<file path="config.mk">
export PLATFORM = sky130hd
export DESIGN_NAME = input_conditioner
export DESIGN_NICKNAME = d
export VERILOG_FILES = /design/src/rtl/input_conditioner.sv
export SDC_FILE = /design/constraint.sdc
export NUM_CORES = 1
export LEC_CHECK = 0
export ABC_AREA = 0
export CAP_MARGIN = 20
export CORE_MARGIN = 4
export CORE_UTILIZATION = 40
export DETAILED_ROUTE_END_ITERATION = 8
export HOLD_SLACK_MARGIN = 0.03
export REMOVE_ABC_BUFFERS = 1
export SLEW_MARGIN = 20
export SYNTH_ARGS = -nofsm -noshare
export SYNTH_HDL_FRONTEND = slang
export SYNTH_SLANG_ARGS = --single-unit
</file>
<file path="constraint.sdc">
create_clock -name clk_50 -period 5.5 [get_ports clk_50]
set_input_delay 0.55 -clock clk_50 [delete_from_list [all_inputs] [get_ports clk_50]]
set_output_delay 0.55 -clock clk_50 [all_outputs]
set_load 0.01 [all_outputs]
</file>
<file path="src/rtl/input_conditioner.sv">
// input_conditioner: synchronizes and debounces raw board keys and switches.
//   clk_50     : system clock, every flop is in this domain
//   reset      : asynchronous reset, active low
//   btn_raw    : raw keys, active low, asynchronous
//   sw_raw     : raw switches, active high, asynchronous
//   event_clr  : per-button pulse that clears the sticky event flag
//   btn_level  : debounced key state, 1 = pressed
//   sw_level   : debounced switch state
//   btn_press  : one-cycle pulse on each accepted press
//   btn_event  : sticky press flags
//   sw_changed : one-cycle pulse when any debounced switch changes
module input_conditioner #(
    parameter int DEBOUNCE_CYCLES = 500000,
    parameter int N_BTN           = 4,
    parameter int N_SW            = 9
) (
    input  logic             clk_50,
    input  logic             reset,
    input  logic [N_BTN-1:0] btn_raw,
    input  logic [N_SW-1:0]  sw_raw,
    input  logic [N_BTN-1:0] event_clr,
    output logic [N_BTN-1:0] btn_level,
    output logic [N_SW-1:0]  sw_level,
    output logic [N_BTN-1:0] btn_press,
    output logic [N_BTN-1:0] btn_event,
    output logic             sw_changed
);
    localparam int N  = N_BTN + N_SW;
    localparam int CW = $clog2(DEBOUNCE_CYCLES);
    localparam logic [CW-1:0] CNT_MAX = CW'(DEBOUNCE_CYCLES - 1);
    // Synchronizers idle at the released/off level so leaving reset is quiet.
    localparam logic [N-1:0] SYNC_RST = {{N_SW{1'b0}}, {N_BTN{1'b1}}};

    logic [N-1:0]          sync1_q, sync1_d, sync2_q, sync2_d;
    logic [N-1:0]          stable_q, stable_d;
    logic [N-1:0][CW-1:0]  cnt_q, cnt_d;
    logic [N_BTN-1:0]      press_q, press_d, event_q, event_d;
    logic                  sw_changed_q, sw_changed_d;
    logic [N-1:0]          cur;
    logic [N-1:0]          accept;

    always_comb begin
        sync1_d = {sw_raw, btn_raw};
        sync2_d = sync1_q;
        // Keys become active high once synchronized.
        cur     = {sync2_q[N-1:N_BTN], ~sync2_q[N_BTN-1:0]};
        accept  = '0;
        cnt_d   = cnt_q;
        for (int i = 0; i < N; i++) begin
            accept[i] = (cur[i] != stable_q[i]) && (cnt_q[i] == CNT_MAX);
            cnt_d[i]  = (cur[i] == stable_q[i] || accept[i]) ? '0 : cnt_q[i] + CW'(1);
        end
        stable_d     = stable_q ^ accept;
        press_d      = accept[N_BTN-1:0] & cur[N_BTN-1:0];
        // Holding on press_q as well lets a clear that lands in the visible
        // press cycle lose to the set.
        event_d      = press_d | press_q | (event_q & ~event_clr);
        sw_changed_d = |accept[N-1:N_BTN];
    end

    always_ff @(posedge clk_50 or negedge reset) begin
        if (!reset) begin
            sync1_q      <= SYNC_RST;
            sync2_q      <= SYNC_RST;
            stable_q     <= '0;
            cnt_q        <= '0;
            press_q      <= '0;
            event_q      <= '0;
            sw_changed_q <= 1'b0;
        end else begin
            sync1_q      <= sync1_d;
            sync2_q      <= sync2_d;
            stable_q     <= stable_d;
            cnt_q        <= cnt_d;
            press_q      <= press_d;
            event_q      <= event_d;
            sw_changed_q <= sw_changed_d;
        end
    end

    assign btn_level  = stable_q[N_BTN-1:0];
    assign sw_level   = stable_q[N-1:N_BTN];
    assign btn_press  = press_q;
    assign btn_event  = event_q;
    assign sw_changed = sw_changed_q;
endmodule

</file>
==> flow_summary.toml, run 1 <==
[logic_synthesis]
synth_edf_count = 0
synth_flop_cell = "dfrtp_1"
synth-seq-cells = 295
yosys_warnings = 0
ys_types = 41
synth_top_area_share = 0.530
synth_top_area_cell = "dfrtp_1"
netlist_area_um2 = 13600
synth.avg_cell_area_um2 = 10.1
async_flop_share = 1.00
netlist_instances = 1347
yosysSeqAreaShare = 0.545
yosys-top-cells-area = "dfrtp_1 53%, xnor2_1 9.2%, nor2_1 8.5%"

[worst_setup_path]
crit_type = "flip-flop to flip-flop"
r2r_start = "cnt_q[215]"
worstSetupStartpointType = "flip-flop"
r2r_setup_slack_ns = 3.02
cp_max_fo = 19
worstPathArrival_ns = 2.81
r2r_cells = 4
critPathRequiredTime_ns = 5.84
r2r_end = "cnt_q[217]"
worst_setup_path_end_kind = "flip-flop"

[cts]
clkLatencyLatePin_ns = 0.50
htreeDepth = 2
cts.sinks = 295
cts_setup_buffers = 0
cts_resized = 0
clk_pin_slew_ns = 0.06
cts_tree = "done"
clock-root-buffer = "clkbuf_16"
cts_buffers = 34
cts_buffer_depth = 3
holdBufCountCts = 0

[outcome]
outcome = "completed"

[sta]
slew_headroom = 0.391
layout_min_cycle_time_ns = 2.48
rsz0062_at_grt = "false"
post-route-period-util = 0.451
hold_viol = 0
fin_setup_tns_ns = 0
tightest_slew_ns = 0.913
clock-skew-final_ns = 0.0113
whs_ns = 0.0442
finalSetupViolations = 0
finalMaxSlewViolations = 0
fmax_mhz = 403

[run]
max_cap_violations = 0

[power]
p_seq_frac = 0.473
power_density_nw_per_um2 = 303
swShare = 0.212
p_sw_uw = 1000
cellLeakagePower_uw = 0.00648
p_int_uw = 3720
p_comb_frac = 0.029
p_clk_frac = 0.498
ir_drop_v = 0.000217

[floorplanning]
initial_core_util = 0.405
fp.dieArea_um2 = 36900
core-area_um2 = 33400
die_h_um = 192
fp.dieW_um = 192
io_pins = 41
num_rows = 67

[route]
wirelength_um = 23500
postRouteAntennaNets = 0
first_iter_violations = 427
drc = 0
dr.pass1.iters = 4
via_per_inst = 4.82
vias = 9002
wire_per_inst_um = 12.6

[final_layout]
layout_commonest_cell = "nor2_1"
layout_common_cells = "306 x nor2_1, 287 x dfrtp_1, 143 x xnor2_1"
nFillCells = 3123
num_antenna_cells = 0
drive_above_1_share = 0.0648
final_cells = 1868
nets = 1428
area_delta_synth_final_pct = 15.1
multi_input_area_um2 = 5850
seqCellArea_um2 = 7390

[placed_design]
port_buffers = 40
dp_cells = 1808
place_hpwl_um = 15100
gp_congestion = 0.771

[grt]
antenna_found_initial = 0
grt_max_degree = 124
grtUsageTotal = 0.133
overflow = 0
grt_pass1_vias = 9081
grt_pass1_wl_um = 42200

[min_path]
hp-class = "input pin to asynchronous set/reset pin"
sequential cells by signal, indices dropped and copies added (netlist names), named ones only:
name	count
btn_event	4
btn_press	4
sync1_q	13
cnt_q	247
sw_changed	1
stable_q	3
sync2_q	13
power groups by stage:
stage / logic [uW] / registers [uW] / clock network (uW)
2_1_floorplan: 64.0 / 2270 / 0
3_3_place_gp: 140 / 2270 / 0
3_5_place_dp: 141 / 2270 / 0
4_1_cts: 142 / 2230 / 2430
5_1_grt: 160 / 2240 / 2530
6_report: 135 / 2230 / 2350
area by class of cell:
type / instances / area share
Timing Repair Buffer: 42 / 0.0278
Clock inverter: 16 / 0.0144
Sequential cell: 295 / 0.474
Tap cell: 448 / 0.0359
Clock buffer: 44 / 0.0615
Inverter: 48 / 0.0116
Multi-Input combinational cell: 975 / 0.375
worst max-delay path, cell delays in order, from the launching register on:
cell and delay (ns):
dfrtp_1 0.40, or4b_1 0.53, or4_4 0.51, o31ai_4 0.74, nor2_1 0.14
metal layers:
layer | GRT usage | vias up | routed length (um)
met2 | 0.214 | 75 | 10400
met1 | 0.187 | 4312 | 11800
met3 | 0.0218 | 43 | 721
met5 | 0 | - | 0
met4 | 0.0365 | 0 | 575
li1 | - | 4572 | -
Yosys cell counts, types with 10 or more instances:
cell and count:
nor2_1 306, dfrtp_1 287, xnor2_1 143, nand2_1 95, xor2_1 90, nand3_1 77, nor3_1 49, inv_1 48
nand4_1 31, and4_1 29, nor4b_1 24, and3_1 22, clkbuf_1 17, nor4_1 14, ha_1 13, nand2b_1 10
or2_2 10
stage by stage:
stage | utilization | setup slack (ns) | instance area [um2] | power, uW
2_1_floorplan | - | 3.33 | 13400 | 2330
3_3_place_gp | 0.431 | 3.10 | 14400 | 2410
3_5_place_dp | 0.431 | 3.00 | 14400 | 2410
4_1_cts | 0.466 | 3.00 | 15600 | 4810
5_1_grt | 0.466 | 2.89 | 15600 | 4930
6_report | 0.466 | 3.02 | 15600 | 4720
how the worst max path moves through the flow:
stage               startpoint  slack, ns          to  cells after the start
floorplan           cnt_q[215]       3.33  cnt_q[211]                      4
global placement    cnt_q[215]       3.10  cnt_q[224]                      4
detailed placement  cnt_q[215]       3.00  cnt_q[217]                      4
CTS                 cnt_q[215]       3.00  cnt_q[217]                      4
global route        cnt_q[215]       2.89  cnt_q[217]                      4
finish              cnt_q[215]       3.02  cnt_q[217]                      4
cell families after synthesis:
family	count (synthesis)	synth area share
DFF	295	0.545
and+or+nand+nor	703	0.252
adders and majority gates	13	0.0120
muxes	9	0.00748
xor gates and xnor gates	233	0.151
AOI/OAI and AO/OA	17	0.00932
buffers and inverters	77	0.0230
Power figures use the tool's default switching activity.
==> run 2: changes to the inputs <==
==> constraint.sdc (replaced) <==
create_clock -name clk_50 -period 2 [get_ports clk_50]
set_input_delay 0.2 -clock clk_50 [delete_from_list [all_inputs] [get_ports clk_50]]
set_output_delay 0.2 -clock clk_50 [all_outputs]
set_load 0.01 [all_outputs]
==> run 2 against run 1 <==
Compared with the run above:
- the run now ends with setup timing left
- highest routed layer unchanged
- combinational power grew to 3.3 times the previous value
- non-clock buffer count is 44 higher
- wire length is 4.4% higher
- sequential share of layout area is 1.6 points lower
- design area is 3.6% higher
- critical path type unchanged
- global-route usage is 0.55 points higher
- worst setup slack worse by 3.0 ns
- critical endpoint is now cnt_q[223]
==> flow_summary.toml, run 2 (synthesis gave the netlist of run 1 again) <==
[placed_design]
place_hpwl_um = 16100
port_buffers = 40
dp_cells = 1846
placed_area_um2 = 14800
gp_congestion = 0.784

[final_layout]
nets = 1472
layout_common_cells = "299 x nor2_1, 287 x dfrtp_1, 143 x xnor2_1"
seqCellArea_um2 = 7390
num_antenna_cells = 0
multi_input_area_um2 = 5940
final_cells = 1911
stdcell_area_um2 = 16200
nFillCells = 3099
area_delta_synth_final_pct = 19.2
layout_commonest_cell = "nor2_1"
regMostFlops = "cnt_q"
largest_reg_flops = 247
drive_above_1_share = 0.104
reg_top3 = "cnt_q x247, sync1_q x13, sync2_q x13"

[route]
wire_per_inst_um = 12.8
wirelength_um = 24500
via_per_inst = 4.85
first_iter_violations = 387
drc = 0
dr.pass1.iters = 4
postRouteAntennaNets = 0
vias = 9267

[worst_setup_path]
path_depth = 6
critPathRequiredTime_ns = 2.37
worstSetupStartpointType = "flip-flop"
worst_setup_path_end_kind = "flip-flop"
crit_type = "flip-flop to flip-flop"
critPathSlowestCell = "or4b_1"
critPathBufInv = 2
r2r_cells = 6
critPathMaxStageDelay_ns = 0.50
cp_cell_sequence = "or4b_1, or4_4, o31ai_4, buf_6, clkbuf_16, a21oi_2"
crit_family = "simple AND/OR/NAND/NOR gates"
worstPathArrival_ns = 2.39
cp_max_fo = 5

[grt]
grt_pass1_wl_um = 43600
grt_pass1_vias = 9254
grt_max_degree = 76
antenna_found_initial = 0
overflow = 0
grtUsageTotal = 0.138

[sta]
finalSetupViolations = 15
slew_headroom = 0.572
layout_min_cycle_time_ns = 2.03
fmax_mhz = 493
fin_setup_tns_ns = -0.191
post-route-period-util = 1.01
clock-skew-final_ns = 0.0236
tightest_slew_ns = 0.642
rsz0062_at_grt = "true"
hold_viol = 0
finalMaxSlewViolations = 0
fin_ws_ns = -0.0270

[power]
ir_drop_v = 0.000624
cellLeakagePower_uw = 0.00678
power_density_nw_per_um2 = 808
total_power_uw = 13000

[outcome]
outcome = "complete, but fails checks"
violations = "setup timing"

[min_path]
whs_path_depth = 1
hp-class = "input pin to flip-flop"

[cts]
clk_pin_slew_ns = 0.06
clock-root-buffer = "clkbuf_16"
clkLatencyLatePin_ns = 0.50
cts.sinks = 295
cts_buffer_depth = 3
cts_tree = "done"
htreeDepth = 2
cts_buffers = 34

[floorplanning]
num_rows = 67
fp.dieW_um = 192
core-area_um2 = 33400
initial_core_util = 0.405
fp.dieArea_um2 = 36900
io_pins = 41
die_h_um = 192

[run]
max_cap_violations = 0
run 2: changes by cell type in the layout (fill, tap and decap cells not counted), moves of 3 or more:
cell / delta
buf_4: +32
buf_12: +8
nor2_1: -7
nor2_2: +5
nor3_1: -4
nor3_2: +3
or4_1: -3
or4_4: +3
run 2: layout make-up:
class	count	area share
clock buffer	44	0.0594
timing repair buffer	86	0.0560
inverter	48	0.0112
clock inverter	15	0.0132
multi-input combinational	975	0.368
tap	448	0.0347
sequential	295	0.458
run 2: timing repair:
| item | in CTS | in global routing |
|---|---|---|
| setup buffers | 0 | 3 |
| setup endpoints to repair | 40 | 81 |
| pin swaps | 2 | 3 |
| resized for setup | 3 | 22 |
| hold buffers | 1 | 0 |
| hold endpoints to repair | 58 | 0 |
| gates cloned | 0 | 2 |
run 2: worst register-to-register path, stage by stage (launching register included):
cell and delay [ns]:
dfrtp_1 0.38, or4b_1 0.50, or4_4 0.47, o31ai_4 0.22, buf_6 0.15, clkbuf_16 0.15, a21oi_2 0.03
run 2: metrics by stage:
stage          hold slack [ns]  worst slack [ns]  utilization
6_report                 0.106           -0.0270        0.483
5_1_grt                 0.0832           -0.0734        0.483
2_1_floorplan          -0.0956            -0.167            -
3_5_place_dp             0.239            -0.158        0.442
4_1_cts                 0.0811          -0.00923        0.478
3_3_place_gp             0.237            -0.158        0.442
run 2: per-layer routing:
layer	GRT usage	vias up	wire length (um)
met2	0.221	100	11100
li1	-	4657	-
met3	0.0262	41	851
met4	0.0337	0	461
met5	0	-	0
met1	0.196	4469	12200
run 2: where the power goes:
| part | switching [uW] | total (uW) | internal, uW |
|---|---|---|---|
| registers | 76.6 | 6140 | 6070 |
| clock network | 2420 | 6450 | 4040 |
| logic | 276 | 448 | 172 |
run 2: worst paths after layout:
| kind | startpoint | to | slack, ns |
|---|---|---|---|
| setup / recovery | cnt_q[218] | cnt_q[223] | -0.03 |
| hold / removal | btn_raw[2] | sync1_q[2] | 0.11 |
| setup reg to reg | cnt_q[218] | cnt_q[223] | -0.03 |
| hold reg to reg | sync1_q[7] | sync2_q[7] | 0.34 |
| max in group asynchronous | reset | cnt_q[109] | 1.01 |
| min in group asynchronous | reset | sync1_q[4] | 0.28 |
==> run 3: changes to the inputs <==
--- a/config.mk
+++ b/config.mk
@@ -8,9 +8,10 @@
 export ABC_AREA = 0
 export CAP_MARGIN = 20
 export CORE_MARGIN = 4
-export CORE_UTILIZATION = 40
+export CORE_UTILIZATION = 56
 export DETAILED_ROUTE_END_ITERATION = 8
 export HOLD_SLACK_MARGIN = 0.03
+export PLACE_DENSITY = 0.76
 export REMOVE_ABC_BUFFERS = 1
 export SLEW_MARGIN = 20
 export SYNTH_ARGS = -nofsm -noshare
==> run 3 against run 2 <==
Compared with the run above:
- the flow still finishes with violations (setup timing)
- flip-flop and latch count stayed put
- fmax is 0.24% higher
- worst setup slack better by 0.0049 ns
- sequential share of layout area is 0.73 points higher
- die area is 27% lower
- largest cell class unchanged
==> flow_summary.toml, run 3 (synthesis gave the netlist of run 1 again) <==
[worst_setup_path]
endpoint = "cnt_q[223]"
cp_cell_sequence = "or4b_1, or4_4, o31ai_4, buf_4, buf_12, a21oi_1"
r2r_setup_slack_ns = -0.02
crit_type = "flip-flop to flip-flop"
startpoint = "cnt_q[219]"
critPathSlowestCell = "or4b_1"
critPathMaxStageDelay_ns = 0.51
r2r_start = "cnt_q[219]"
worstSetupStartpointType = "flip-flop"
worstPathArrival_ns = 2.45
r2r_cells = 6
cp_max_fo = 10
worst_setup_path_end_kind = "flip-flop"
r2r_end = "cnt_q[223]"
critPathRequiredTime_ns = 2.43

[floorplanning]
initial_core_util = 0.574
die_h_um = 164
fp.dieArea_um2 = 26800
num_rows = 56
io_pins = 41
core-area_um2 = 23600
fp.dieW_um = 164

[placed_design]
place_hpwl_um = 15700
port_buffers = 40
gp_congestion = 0.788
placed_area_um2 = 14600

[final_layout]
nFillCells = 1797
stdcell_area_um2 = 15900
nets = 1466
num_antenna_cells = 0
drive_above_1_share = 0.0987
reg_top3 = "cnt_q x247, sync1_q x13, sync2_q x13"
layout_commonest_cell = "nor2_1"
largest_reg_flops = 247
layout_common_cells = "297 x nor2_1, 287 x dfrtp_1, 143 x xnor2_1"
regMostFlops = "cnt_q"
area_delta_synth_final_pct = 17.3

[cts]
htreeDepth = 1
cts.sinks = 295
cts_buffer_depth = 3
cts_buffers = 31
clk_pin_slew_ns = 0.06
cts_tree = "done"
clock-root-buffer = "clkbuf_16"
clkLatencyLatePin_ns = 0.56

[power]
ir_drop_v = 0.000701
cellLeakagePower_uw = 0.00673
power_density_nw_per_um2 = 801

[sta]
fmax_mhz = 495
hold_viol = 0
post-route-period-util = 1.01
slew_headroom = 0.608
tightest_slew_ns = 0.583
fin_setup_tns_ns = -0.261
finalMaxSlewViolations = 0
whs_ns = 0.0618
rsz0062_at_grt = "true"
finalSetupViolations = 18
layout_min_cycle_time_ns = 2.02
clock-skew-final_ns = 0.0139
fin_ws_ns = -0.0221

[route]
dr.pass1.iters = 5
route.top_layer_used = "met4"
wire_per_inst_um = 13.6
via_per_inst = 5.25
first_iter_violations = 548
vias = 9337
postRouteAntennaNets = 0
drc = 0
wirelength_um = 24200
met1_length_um = 11300
wl_met2_um = 11700
dr_wl_met3_um = 865

[grt]
antenna_found_initial = 0
grt_max_degree = 63
grt_pass1_vias = 9506
overflow = 0
grtUsageTotal = 0.186
grt_pass1_wl_um = 42900

[outcome]
violations = "setup timing"
outcome = "complete, but fails checks"

[run]
max_cap_violations = 0

[min_path]
hp-class = "input pin to flip-flop"
[run 3: changes by cell type in the layout (fill, tap and decap cells not counted), sizes merged]
cell         before  now
buf              44   40
bufinv            5    6
clkbuf           46   36
clkinv            8   11
clkinvlp          1    3
dlygate4sd3       1    3
inv              49   51
[run 3: worst min path at each step]
stage / start / end / depth (start not counted)
detailed placement: reset / cnt_q[243] / 1
finish: btn_raw[3] / sync1_q[3] / 1
global placement: reset / cnt_q[243] / 1
CTS: btn_raw[3] / sync1_q[3] / 1
global route: btn_raw[1] / sync1_q[1] / 1
floorplan: reset / asynchronous set/reset pin / 0
[run 3: timing repair]
item,CTS,global route
gates cloned,1,1
setup buffers,2,5
hold buffers,3,0
pin swaps,4,2
endpoints found under the hold margin,289,0
setup endpoints to repair,21,78
gates resized for setup,4,21
[run 3: area by class of cell]
cell class                 count  area [um2]  area share
sequential                   295        7390       0.465
multi-input combinational    975        5930       0.373
timing repair buffer          83         877      0.0552
clock buffer                  35         811      0.0510
tap                          319         399      0.0251
clock inverter                23         307      0.0193
inverter                      48         180      0.0113
[run 3: power breakdown]
group / leakage (uW) / switching (uW) / internal [uW] / total, uW
Clock: 0.000542 / 2420 / 3720 / 6140
Combinational: 0.00217 / 272 / 172 / 444
Sequential: 0.00402 / 78.3 / 6070 / 6140
[run 3: per-stage QoR]
stage          utilization  cells  total power [uW]  setup WS, ns
2_1_floorplan            -   1318              6410        -0.167
3_3_place_gp         0.617   1708              6660        -0.144
3_5_place_dp         0.617   1708              6680        -0.195
4_1_cts              0.668   1772             12900      -0.00115
5_1_grt              0.673   1778             13200       -0.0790
6_report             0.673   1778             12700       -0.0221
[run 3: metal layers]
| layer | vias up | GRT usage |
|---|---|---|
| met5 | - | 0 |
| met4 | 0 | 0.0301 |
| met3 | 26 | 0.0323 |
| met2 | 120 | 0.318 |
| met1 | 4544 | 0.258 |
| li1 | 4647 | - |
[run 3: worst max-delay path: cells and delay by family, from the launching register on]
family | cells | cell delay (ns)
AO/OA/AOI/OAI | 2 | 0.26
AND/OR/NAND/NOR | 2 | 0.98
buffers and inverters | 2 | 0.28
flip-flops | 1 | 0.37
